`src/rtl/lw_sha_dma_feeder.sv`:
```
// lw_sha_dma_feeder
// Buffers a message word stream in a small FIFO and forwards it to the SHA
// core's DIN register as AXI4 write bursts. Words stay in the FIFO until their
// burst receives a write response. Only then are they committed (freed).
//
// Optional build macro:
//   LW_SHA_FEEDER_RETRY_EN - when defined, an error response rewinds the read
//                            pointer so that the same words are sent again.
//                            When undefined, an error response drops the words.
//
// Ports:
//   aclk, aresetn           clock, synchronous active-low reset
//   s_data/s_valid/s_ready  message word stream in
//   dma_wr_req_i            downstream core can accept DIN words
//   aw*                     AXI4 write address channel (master)
//   w*                      AXI4 write data channel (master)
//   bresp/bvalid/bready     AXI4 write response channel
//   err_o                   one-cycle pulse on a non-OKAY write response
//   level_o                 committed FIFO occupancy

`ifndef FIQSHA_BUS
`define FIQSHA_BUS 32
`endif

module lw_sha_dma_feeder #(
  parameter int unsigned DATA_WIDTH = `FIQSHA_BUS,
  parameter logic [11:0] DIN_ADDR   = 12'h000,
  parameter int unsigned FIFO_DEPTH = 8,
  parameter int unsigned MAX_BURST  = 4
) (
  input  logic                          aclk,
  input  logic                          aresetn,
  input  logic [DATA_WIDTH-1:0]         s_data,
  input  logic                          s_valid,
  output logic                          s_ready,
  input  logic                          dma_wr_req_i,
  output logic [11:0]                   awaddr,
  output logic [7:0]                    awlen,
  output logic [2:0]                    awsize,
  output logic [1:0]                    awburst,
  output logic [3:0]                    awid,
  output logic                          awvalid,
  input  logic                          awready,
  output logic [DATA_WIDTH-1:0]         wdata,
  output logic                          wlast,
  output logic                          wvalid,
  input  logic                          wready,
  input  logic [1:0]                    bresp,
  input  logic                          bvalid,
  output logic                          bready,
  output logic                          err_o,
  output logic [$clog2(FIFO_DEPTH):0]   level_o
);

  localparam int unsigned AW = $clog2(FIFO_DEPTH);
  localparam int unsigned LW = AW + 1;
  localparam logic [LW-1:0] DepthW    = LW'(FIFO_DEPTH);
  localparam logic [LW-1:0] MaxBurstW = LW'(MAX_BURST);
  localparam logic [2:0]    AxSize    = 3'($clog2(DATA_WIDTH / 8));

  typedef enum logic [1:0] {StIdle, StAddr, StData, StResp} state_e;

  state_e                state_q;
  // Pointers carry one extra wrap bit so that full and empty differ.
  logic [AW:0]           wr_ptr_q, commit_ptr_q, spec_ptr_q;
  logic [LW-1:0]         len_q, beat_q;
  logic                  awvalid_q, wvalid_q, wlast_q, bready_q, err_q;
  logic [DATA_WIDTH-1:0] mem_q [FIFO_DEPTH];

  logic          push;
  logic [LW-1:0] level;
  logic [LW-1:0] burst_len;

  assign level     = wr_ptr_q - commit_ptr_q;
  assign s_ready   = (level != DepthW);
  assign push      = s_valid && s_ready;
  assign burst_len = (level > MaxBurstW) ? MaxBurstW : level;

  // Storage needs no reset: pointers define which entries are live.
  always_ff @(posedge aclk) begin
    if (push) begin
      mem_q[wr_ptr_q[AW-1:0]] <= s_data;
    end
  end

  always_ff @(posedge aclk) begin
    if (!aresetn) begin
      state_q      <= StIdle;
      wr_ptr_q     <= '0;
      commit_ptr_q <= '0;
      spec_ptr_q   <= '0;
      len_q        <= '0;
      beat_q       <= '0;
      awvalid_q    <= 1'b0;
      wvalid_q     <= 1'b0;
      wlast_q      <= 1'b0;
      bready_q     <= 1'b0;
      err_q        <= 1'b0;
    end else begin
      err_q <= 1'b0;
      if (push) begin
        wr_ptr_q <= wr_ptr_q + 1'b1;
      end
      unique case (state_q)
        StIdle: begin
          if (dma_wr_req_i && (level != '0)) begin
            len_q     <= burst_len;
            beat_q    <= '0;
            awvalid_q <= 1'b1;
            state_q   <= StAddr;
          end
        end
        StAddr: begin
          if (awready) begin
            awvalid_q <= 1'b0;
            wvalid_q  <= 1'b1;
            wlast_q   <= (len_q == LW'(1));
            state_q   <= StData;
          end
        end
        StData: begin
          if (wready) begin
            spec_ptr_q <= spec_ptr_q + 1'b1;
            beat_q     <= beat_q + 1'b1;
            if (wlast_q) begin
              wvalid_q <= 1'b0;
              wlast_q  <= 1'b0;
              bready_q <= 1'b1;
              state_q  <= StResp;
            end else begin
              // Next beat index is beat_q + 1; it is last when it equals len - 1.
              wlast_q <= ((beat_q + LW'(2)) == len_q);
            end
          end
        end
        StResp: begin
          if (bvalid) begin
            bready_q <= 1'b0;
            state_q  <= StIdle;
            if (bresp == 2'b00) begin
              commit_ptr_q <= spec_ptr_q;
            end else begin
              err_q <= 1'b1;
`ifdef LW_SHA_FEEDER_RETRY_EN
              spec_ptr_q <= commit_ptr_q;
`else
              commit_ptr_q <= spec_ptr_q;
`endif
            end
          end
        end
        default: state_q <= StIdle;
      endcase
    end
  end

  // Address fields read as zero outside the address phase.
  assign awvalid = awvalid_q;
  assign awaddr  = awvalid_q ? DIN_ADDR : '0;
  assign awlen   = awvalid_q ? 8'(len_q - 1'b1) : '0;
  assign awsize  = awvalid_q ? AxSize : '0;
  assign awburst = 2'b00;
  assign awid    = 4'h0;
  // spec_ptr_q only moves on a handshake, so wdata is stable while stalled.
  assign wdata   = wvalid_q ? mem_q[spec_ptr_q[AW-1:0]] : '0;
  assign wlast   = wlast_q;
  assign wvalid  = wvalid_q;
  assign bready  = bready_q;
  assign err_o   = err_q;
  assign level_o = level;

endmodule

```
`config.mk`:
```
export PLATFORM = sky130hd
export DESIGN_NAME = lw_sha_dma_feeder
export DESIGN_NICKNAME = d
export VERILOG_FILES = /design/src/rtl/lw_sha_dma_feeder.sv
export SDC_FILE = /design/constraint.sdc
export NUM_CORES = 1
export LEC_CHECK = 0
export BUFFER_PORTS_ARGS = -buffer_cell sky130_fd_sc_hd__buf_2
export CAP_MARGIN = 20
export CORE_UTILIZATION = 45
export DETAILED_ROUTE_END_ITERATION = 10
export PLACE_DENSITY = 0.68
export SYNTH_ARGS = -nofsm -noshare
export SYNTH_HDL_FRONTEND = slang
export SYNTH_SLANG_ARGS = --single-unit
```
`constraint.sdc`:
```
create_clock -name aclk -period 7 [get_ports aclk]
set_clock_uncertainty 0.15 [all_clocks]
set_input_delay 0.7 -clock aclk [delete_from_list [all_inputs] [get_ports aclk]]
set_output_delay 0.7 -clock aclk [all_outputs]
set_load 0.1 [all_outputs]
```
---- Word-level counts from Yosys, hierarchy flattened ----
Memories as Yosys holds them, arrays and structs flattened. A register that Yosys moved wholly into a read port is not among the register bits.
Index checks and enable logic that the tools add are counted.
W data, S select, Z words.
cells by class
  add/subtract/negate cells ............... 6
  multipliers ............................. 0
  divide/modulo/power cells ............... 0
  order comparisons ....................... 1
  equality and inequality tests ........... 11
  shift-type cells ........................ 0
  multiplexer cells ....................... 33
  bitwise gates (word level) .............. 0
  reduce and logical (&&, ||, !) cells .... 19
operators by type and width
  kind                   number
  $mux W32               1
  $mux W1                14
  $add A4 B1 Y4 const B  3
  $mux W2                6
  $mux W4                3
  $reduce_and A3 Y1      4
  $ne A2 B2 Y1 const B   5
  $mux W8                1
  $pmux W1 S2            4
  $pmux W2 S4            1
  $pmux W4 S2            1
  $reduce_and A4 Y1      2
  $reduce_bool A2 Y1     4
  $mux W3                2
  $reduce_and A2 Y1      3
  $reduce_and A5 Y1      1
  $sub A4 B1 Y5 const B  1
  $add A4 B2 Y4 const B  1
  $eq A2 B2 Y1 const B   2
  $eq A4 B1 Y1 const B   1
  $eq A4 B4 Y1           1
  $gt A4 B3 Y1 const B   1
  $logic_not A2 Y1       2
  $ne A4 B4 Y1 const B   1
  other kinds (4)        5
storage, ports and cells
  bits in registers ....................... 27
  bits in latches ......................... 0
  RAM bits ................................ 256
  bits in read-only memories .............. 0
  input bits .............................. 41
  output and inout port bits .............. 71
  logic and storage cells ................. 82
  memories kept ........................... 1
memory list
  name   depth  width  read ports  clocked after memory_dff  write ports  line  source
  mem_q  8      32     1           1                         1            68    logic [DATA_WIDTH-1:0] mem_q [FIFO_DEPTH];

---- Depth between registers and ports, before layout ----
Gate-level depths: netlist of the first run.
  depth in word-level cells ............... 5
  gate-level depth with buffers ........... 9

---- Worst setup path after synthesis of the first run ----
No wires, ideal clock.
  path kind ............................... register -> register
  start ................................... register wr_ptr_q[0]
  end ..................................... memory mem_q[0][0] (netlist name), enable pin
  library setup time ...................... 468 ps
  arrival ................................. 5291 ps
  required time ........................... 6382 ps
  setup slack ............................. 1092 ps
  cell stages (with the launch flop) ...... 10
  buffers on the path ..................... 0
  period minus slack after synthesis ...... 5908 ps
  cell sequence ........................... dfxtp_1 inv_1 ha_1 inv_1 fa_1 xor2_2 nor3_2 a31oi_1 and2_1 nor3b_1
between the ends
  word-level cells in the longest chain between the ends .. 5
RTL lines
  element                        line  source
  start, declared                65    logic [AW:0] wr_ptr_q, commit_ptr_q, spec_ptr_q;
  start signal, assigned         102   wr_ptr_q <= wr_ptr_q + 1'b1;
  $sub A4 B4 Y4                  74    assign level = wr_ptr_q - commit_ptr_q;
  net level_o[2]                 52    output logic [$clog2(FIFO_DEPTH):0] level_o
  $ne A4 B4 Y1                   75    assign s_ready = (level != DepthW);
  $logic_and A1 B1 Y1            76    assign push = s_valid && s_ready;
  $mux W1                        81    if (push) begin
  $mux W1 (implied by the code)  82    mem_q[wr_ptr_q[AW-1:0]] <= s_data;
  end, declared                  68
The timed path passes the listed nets, and every way through them passes these cells.

==> results.yml, run 1 <==
worst_setup_path:
  cpPeakStageDelay_ns: 0.75
  crit_slowest_cell: "dfxtp_4"
  criticalPathCategory: "reg2out"
  cp.arrival_ns: 3.23
  end_kind: "output port"
  worst-r2r-setup-slack_ns: 3.24
  required_ns: 6.15
  reg2reg_from: "wr_ptr_q[0]$_SDFFE_PN0P_"
  path_delay_family: "buffers and inverters"
  cp_max_fo: 34
  startpoint_type: "flop"
  cp_num_buf_inv: 2
  cp_cell_sequence: "buf_4 -> mux4_2 -> mux2i_1 -> nor2b_1 -> buf_2"
global_routing:
  antenna_found_initial: 1
  grt_use_total_pct: 17.00
  grt_max_degree: 65
  grt_pass1_vias: 6222
  grt_overflow_total: 0
  grt_pass1_wl_um: 34040
synthesis:
  ys_ff_latch: 286
  synth_top_family_by_area: "multiplexers"
  ys_seq_area_share_pct: 71.09
  synth_top_area_cell: "edfxtp_1"
  synth_top_area_share_pct: 65.94
  async_flop_share_pct: 0
  synthFlopType: "edfxtp_1"
  syn_avg_cell_area_um2: 18.36
  synthMuxAreaShare_pct: 15.63
  synth_compound_area_share_pct: 2.189
  synth-edff-count: 256
  syn_inst: 635
  synth_area_leaders: "edfxtp_1, mux4_2, dfxtp_1, mux2i_1, nor2b_1"
  yosys.area_share.adder_pct: 1.674
  synth-xor-area-share_pct: 1.116
  synth_common_cells: "edfxtp_1, mux4_2, mux2i_1"
  netlist_area_mm2: 0.01166
  yosys.area_share.simple_pct: 5.312
  yosysMostFrequentCell: "edfxtp_1"
  ys_types: 48
  ys_warn_count: 0
drt:
  finalWirelength_um: 21740
  first_pass_iters: 4
  vias: 5818
  wire_per_inst_um: 20.00
  drtIter0Drc: 358
  ant_nets: 0
  drc_errors: 0
  viasPerCell: 5.352
clock_network:
  cts-root-buf: "clkbuf_16"
  cts_tree: "done"
  clock_path_buffers: 3
  post-cts-setup-buffer-count: 0
  htreeDepth: 1
  cts.repair.resized: 0
  cts_hold_buf: 0
  clock-sinks: 286
  numCtsBuffers: 29
  clock_latency_ns: 0.54
  clk_pin_slew_worst_paths_ns: 0.06
floorplan:
  dieArea_mm2: 0.02656
  io-pin-count: 112
  rows: 58
  core_mm2: 0.02533
  fp.dieW_um: 163.0
  start_util_pct: 46.03
  fp.dieH_um: 163.0
min_path:
  hp-start: "s_data[14]"
  hold_class: "in2reg"
finish:
  design_area_mm2: 0.01330
  n_fill_cell: 2020
  drive_gt1_share_pct: 28.97
  areaGrowthSynthToFinish_pct: 14.08
  fin_nets: 790
timing:
  period_minus_slack_ns: 4.085
  hold_viol_final: 0
  rsz0062_at_grt: "false"
  relSlewSlack_pct: 31.52
  worst_pin_slew_ns: 1.027
  timing.fmax_mhz: 244.8
  setup_viol: 0
  tns_ns: 0
  finalCritPeriodShare_pct: 58.35
  maxSlewViolCount: 0
place:
  dp_hpwl_um: 12800
  portBuffers: 91
  place_area_mm2: 0.01241
  place_congestion: 0.8708
power_and_ir_drop:
  ir_worst_vdd_mv: 0.2381
  power_density_mw_per_mm2: 336.6
  power_leakage_nw: 4.426
status:
  status: "finished, final reports clean"
job:
  drv_cap: 0
final cells by class:
type | count | area (um^2) | area share, %
clock buffer | 40 | 767.0 | 5.767
inverter | 14 | 52.55 | 0.3951
antenna | 1 | 2.502 | 0.01881
multi-input combinational | 302 | 3122 | 23.47
sequential | 286 | 8294 | 62.36
tap | 330 | 412.9 | 3.104
clock inverter | 13 | 118.9 | 0.8937
timing repair buffer | 101 | 530.5 | 3.989
logic make-up (layout without fill, tap and decap cells):
logic type               count (synthesis)  in the layout
AO/OA/AOI/OAI                           37             37
XOR/XNOR                                14             14
adder cells (fa/ha/maj)                 15             15
buffers and inverters                   66            168
flip-flops                             286            286
multiplexers                           102            102
other                                    1             21
AND/OR/NAND/NOR                        114            114
where the power goes:
group	internal, W	total, W	switching (W)
logic	0.000231	0.00105	0.000820
clock network	0.000838	0.00144	0.000601
registers	0.00193	0.00199	0.0000545
total	0.00300	0.00448	0.00148
routing by layer:
layer / up-vias / share of wire, % / GRT usage (%)
li1: 2648 / - / -
met3: 31 / 5.6 / 2.623
met1: 2964 / 41 / 21.89
met2: 175 / 51 / 30.04
met5: - / 0 / 0
met4: 0 / 1.9 / 4.248
layout by cell type (no fill, tap or decap), types with 10 or more instances in the layout:
cell type,netlist,routed
ha_1,14,14
o21ai_0,11,11
nor2_1,15,15
a21oi_1,12,12
nand2_1,24,24
clkbuf_1,18,11
mux2i_1,38,38
nor2b_1,37,37
dfxtp_1,30,27
clkbuf_16,0,29
buf_4,24,10
mux4_2,64,64
nand3_1,10,10
edfxtp_1,256,256
buf_2,6,91
inv_1,14,14
conb_1,1,20
worst register-to-register path: cells and delay by family (launching register included):
kind / cells / cell delay (ns)
flip-flops: 1 / 0.38
AO/OA/AOI/OAI: 1 / 0.55
XOR/XNOR: 1 / 0.22
AND/OR/NAND/NOR: 3 / 1.19
adder cells (fa/ha/maj): 2 / 0.62
buffers and inverters: 2 / 0.25
through the flow:
stage / cells / worst slack (ns) / utilization, % / power (W) / hold slack, ns
after floorplan: 654 / 1.092 / - / 0.002902 / 0.2863
after global placement: 1033 / 3.340 / 49.01 / 0.003064 / 0.3000
after detailed placement: 1033 / 3.240 / 49.01 / 0.003087 / 0.3035
after CTS: 1086 / 2.777 / 52.50 / 0.004520 / 0.2580
after global routing: 1086 / 2.584 / 52.50 / 0.004639 / 0.2649
final: 1087 / 2.915 / 52.51 / 0.004477 / 0.2744
state kept, by name, summed over array words and instances (netlist names), named ones only:
signal	flops
state_q	2
wr_ptr_q	4
bready	1
spec_ptr_q	4
awvalid	1
beat_q	4
mem_q	256
wlast	1
wvalid	1
err_o	1
commit_ptr_q	4
len_q	4
path summary, 6_finish.rpt:
kind                                  end  cells past startpoint
max reg2reg        mem_q[2][22]$_DFFE_PP_                      9
min reg2reg  commit_ptr_q[1]$_SDFFE_PN0P_                      2
max                             wdata[31]                      5
min                mem_q[0][14]$_DFFE_PP_                      1
(Power assumes the default switching activity.)
==> run 2: changes to the inputs <==
clock period = 4 ns   (was 7 ns; I/O delays follow)
==> run 2 against run 1 <==
  * Via count grew 2.1%
  * Die area is the same
  * Combinational power grew 76%
  * Largest power group unchanged
==> results.yml, run 2 (synthesis gave the netlist of run 1 again) <==
worst_setup_path:
  cpPeakStageDelay_ns: 0.55
  criticalPathCategory: "reg2reg"
  cp_max_fo: 32
  startpoint_type: "flop"
  cp.arrival_ns: 3.66
  worst-r2r-setup-slack_ns: 0.35
  required_ns: 4.02
  path_delay_family: "simple AND/OR/NAND/NOR gates"
  crit_slowest_cell: "nor3_2"
  end_kind: "flop"
  cp_num_buf_inv: 2
  cp_cell_sequence: "inv_1 -> ha_1 -> inv_1 -> fa_2 -> nor3_2 -> a31oi_4 -> and2_1 -> and3_2"
  cp_num_cells: 8
  r2r_cells: 8
  reg2reg_from: "wr_ptr_q[0]$_SDFFE_PN0P_"
  r2r-end: "mem_q[2][14]$_DFFE_PP_"
  critical_path.most_common_cell: "inv_1"
drt:
  vias: 5940
  drc_errors: 0
  wire_per_inst_um: 19.91
  first_pass_iters: 5
  ant_nets: 0
  finalWirelength_um: 22100
  viasPerCell: 5.351
  drtIter0Drc: 417
finish:
  areaGrowthSynthToFinish_pct: 16.69
  antenna_cells: 0
  fin_nets: 819
  largest_reg_flops: 256
  mostFrequentLayoutCells: "edfxtp_1, buf_2, mux4_2"
  final_common_cell: "edfxtp_1"
  stdcell_count: 1110
  drive_gt1_share_pct: 28.59
  design_area_mm2: 0.01360
clock_network:
  clock_path_buffers: 3
  cts_tree: "done"
  cts-root-buf: "clkbuf_16"
  clock_latency_ns: 0.54
  clk_pin_slew_worst_paths_ns: 0.06
  cts_hold_buf: 29
  htreeDepth: 1
  cts.repair.resized: 0
  clock-sinks: 286
  post-cts-setup-buffer-count: 0
  numCtsBuffers: 28
power_and_ir_drop:
  combPwrFrac_pct: 23.9
  p_sw_share_pct: 33.28
  seqPwrFrac_pct: 45.4
  clockPowerShare_pct: 30.6
  power.total_w: 0.007715
  intPower_w: 0.005148
  ir_worst_vdd_mv: 0.4894
  power_density_mw_per_mm2: 567.1
  power.switching_w: 0.002568
  power_leakage_nw: 4.528
global_routing:
  grt_use_total_pct: 17.29
  grt_pass1_wl_um: 34990
  grt_max_degree: 36
  grt_overflow_total: 0
  antenna_found_initial: 0
  grt_pass1_vias: 6262
timing:
  hold_viol_final: 0
  timing.fmax_mhz: 274.2
  finalCritPeriodShare_pct: 91.17
  setup_slack_ns: 0.3532
  tns_ns: 0
  period_minus_slack_ns: 3.647
  worst_pin_slew_ns: 0.8952
  rsz0062_at_grt: "false"
  setup_viol: 0
  maxSlewViolCount: 0
  relSlewSlack_pct: 40.32
min_path:
  hp-start: "s_data[4]"
  hold_class: "in2reg"
  hold_depth: 1
  holdPathEnd: "mem_q[4][4]$_DFFE_PP_"
place:
  place_area_mm2: 0.01249
  dp_hpwl_um: 13580
  placedCellCount: 1034
  portBuffers: 91
  place_congestion: 0.8231
  pre_cts_slack_ns: 0.3749
floorplan:
  start_util_pct: 46.03
  fp.dieW_um: 163.0
  core_mm2: 0.02533
  rows: 58
  dieArea_mm2: 0.02656
  fp.dieH_um: 163.0
  io-pin-count: 112
status:
  status: "finished, final reports clean"
job:
  drv_cap: 0
run 2: cell types whose count changed in the layout (fill, tap and decap cells not counted), moves of 2 or more:
cell and change:
nor3b_4 +2, dlygate4sd3_1 +29, nor3_4 +2, clkinv_2 +2
inv_6 -3, nor3b_2 -2, clkbuf_1 -5
run 2: layer usage:
layer / routed length (um) / global-route usage, % / share of wire, % / up-vias
li1: - / - / - / 2693
met1: 9744 / 23.93 / 44 / 3069
met2: 11020 / 28.97 / 50 / 147
met3: 937 / 2.648 / 4.2 / 31
met4: 401 / 3.866 / 1.8 / 0
met5: 0 / 0 / 0 / -
run 2: worst max-delay path by stage:
stage / slack, ns / from / end
final: 0.35 / wr_ptr_q[0]$_SDFFE_PN0P_ / mem_q[2][14]$_DFFE_PP_
after global routing: 0.18 / wr_ptr_q[0]$_SDFFE_PN0P_ / mem_q[2][31]$_DFFE_PP_
after CTS: 0.37 / wr_ptr_q[0]$_SDFFE_PN0P_ / s_ready
after detailed placement: 0.37 / wr_ptr_q[0]$_SDFFE_PN0P_ / mem_q[4][29]$_DFFE_PP_
after global placement: 0.55 / wr_ptr_q[0]$_SDFFE_PN0P_ / mem_q[4][29]$_DFFE_PP_
after floorplan: 0.06 / wr_ptr_q[0]$_SDFFE_PN0P_ / mem_q[0][0]$_DFFE_PP_
run 2: through the flow:
stage / util (%) / hold slack [ns]
floorplan: - / 0.2863
global placement: 49.33 / 0.3026
detailed placement: 49.33 / 0.3107
CTS: 53.72 / 0.001070
global route: 53.72 / 0.01192
finish: 53.72 / 0.01017
run 2: power groups by stage:
stage               clock, W  combinational [W]  sequential [W]
detailed placement         0            0.00183         0.00357
finish               0.00236            0.00185         0.00350
global route         0.00252            0.00194         0.00352
CTS                  0.00241            0.00186         0.00351
global placement           0            0.00181         0.00356
floorplan                  0            0.00151         0.00358
run 2: layout make-up:
class	count	area, um^2
Fill cell	1984	11720
Clock buffer	34	723.2
Clock inverter	13	96.34
Sequential cell	286	8298
Inverter	14	52.55
Tap cell	330	412.9
Multi-Input combinational cell	302	3181
Timing Repair Buffer	131	840.8
run 2: worst reg2reg max path, delay by kind of cell, from the launching register on:
kind / cells / cell delay [ns]
and+or+nand+nor: 3 / 1.32
adders and majority gates: 2 / 0.75
DFF: 1 / 0.51
buffers and inverters: 2 / 0.30
AOI/OAI and AO/OA: 1 / 0.24
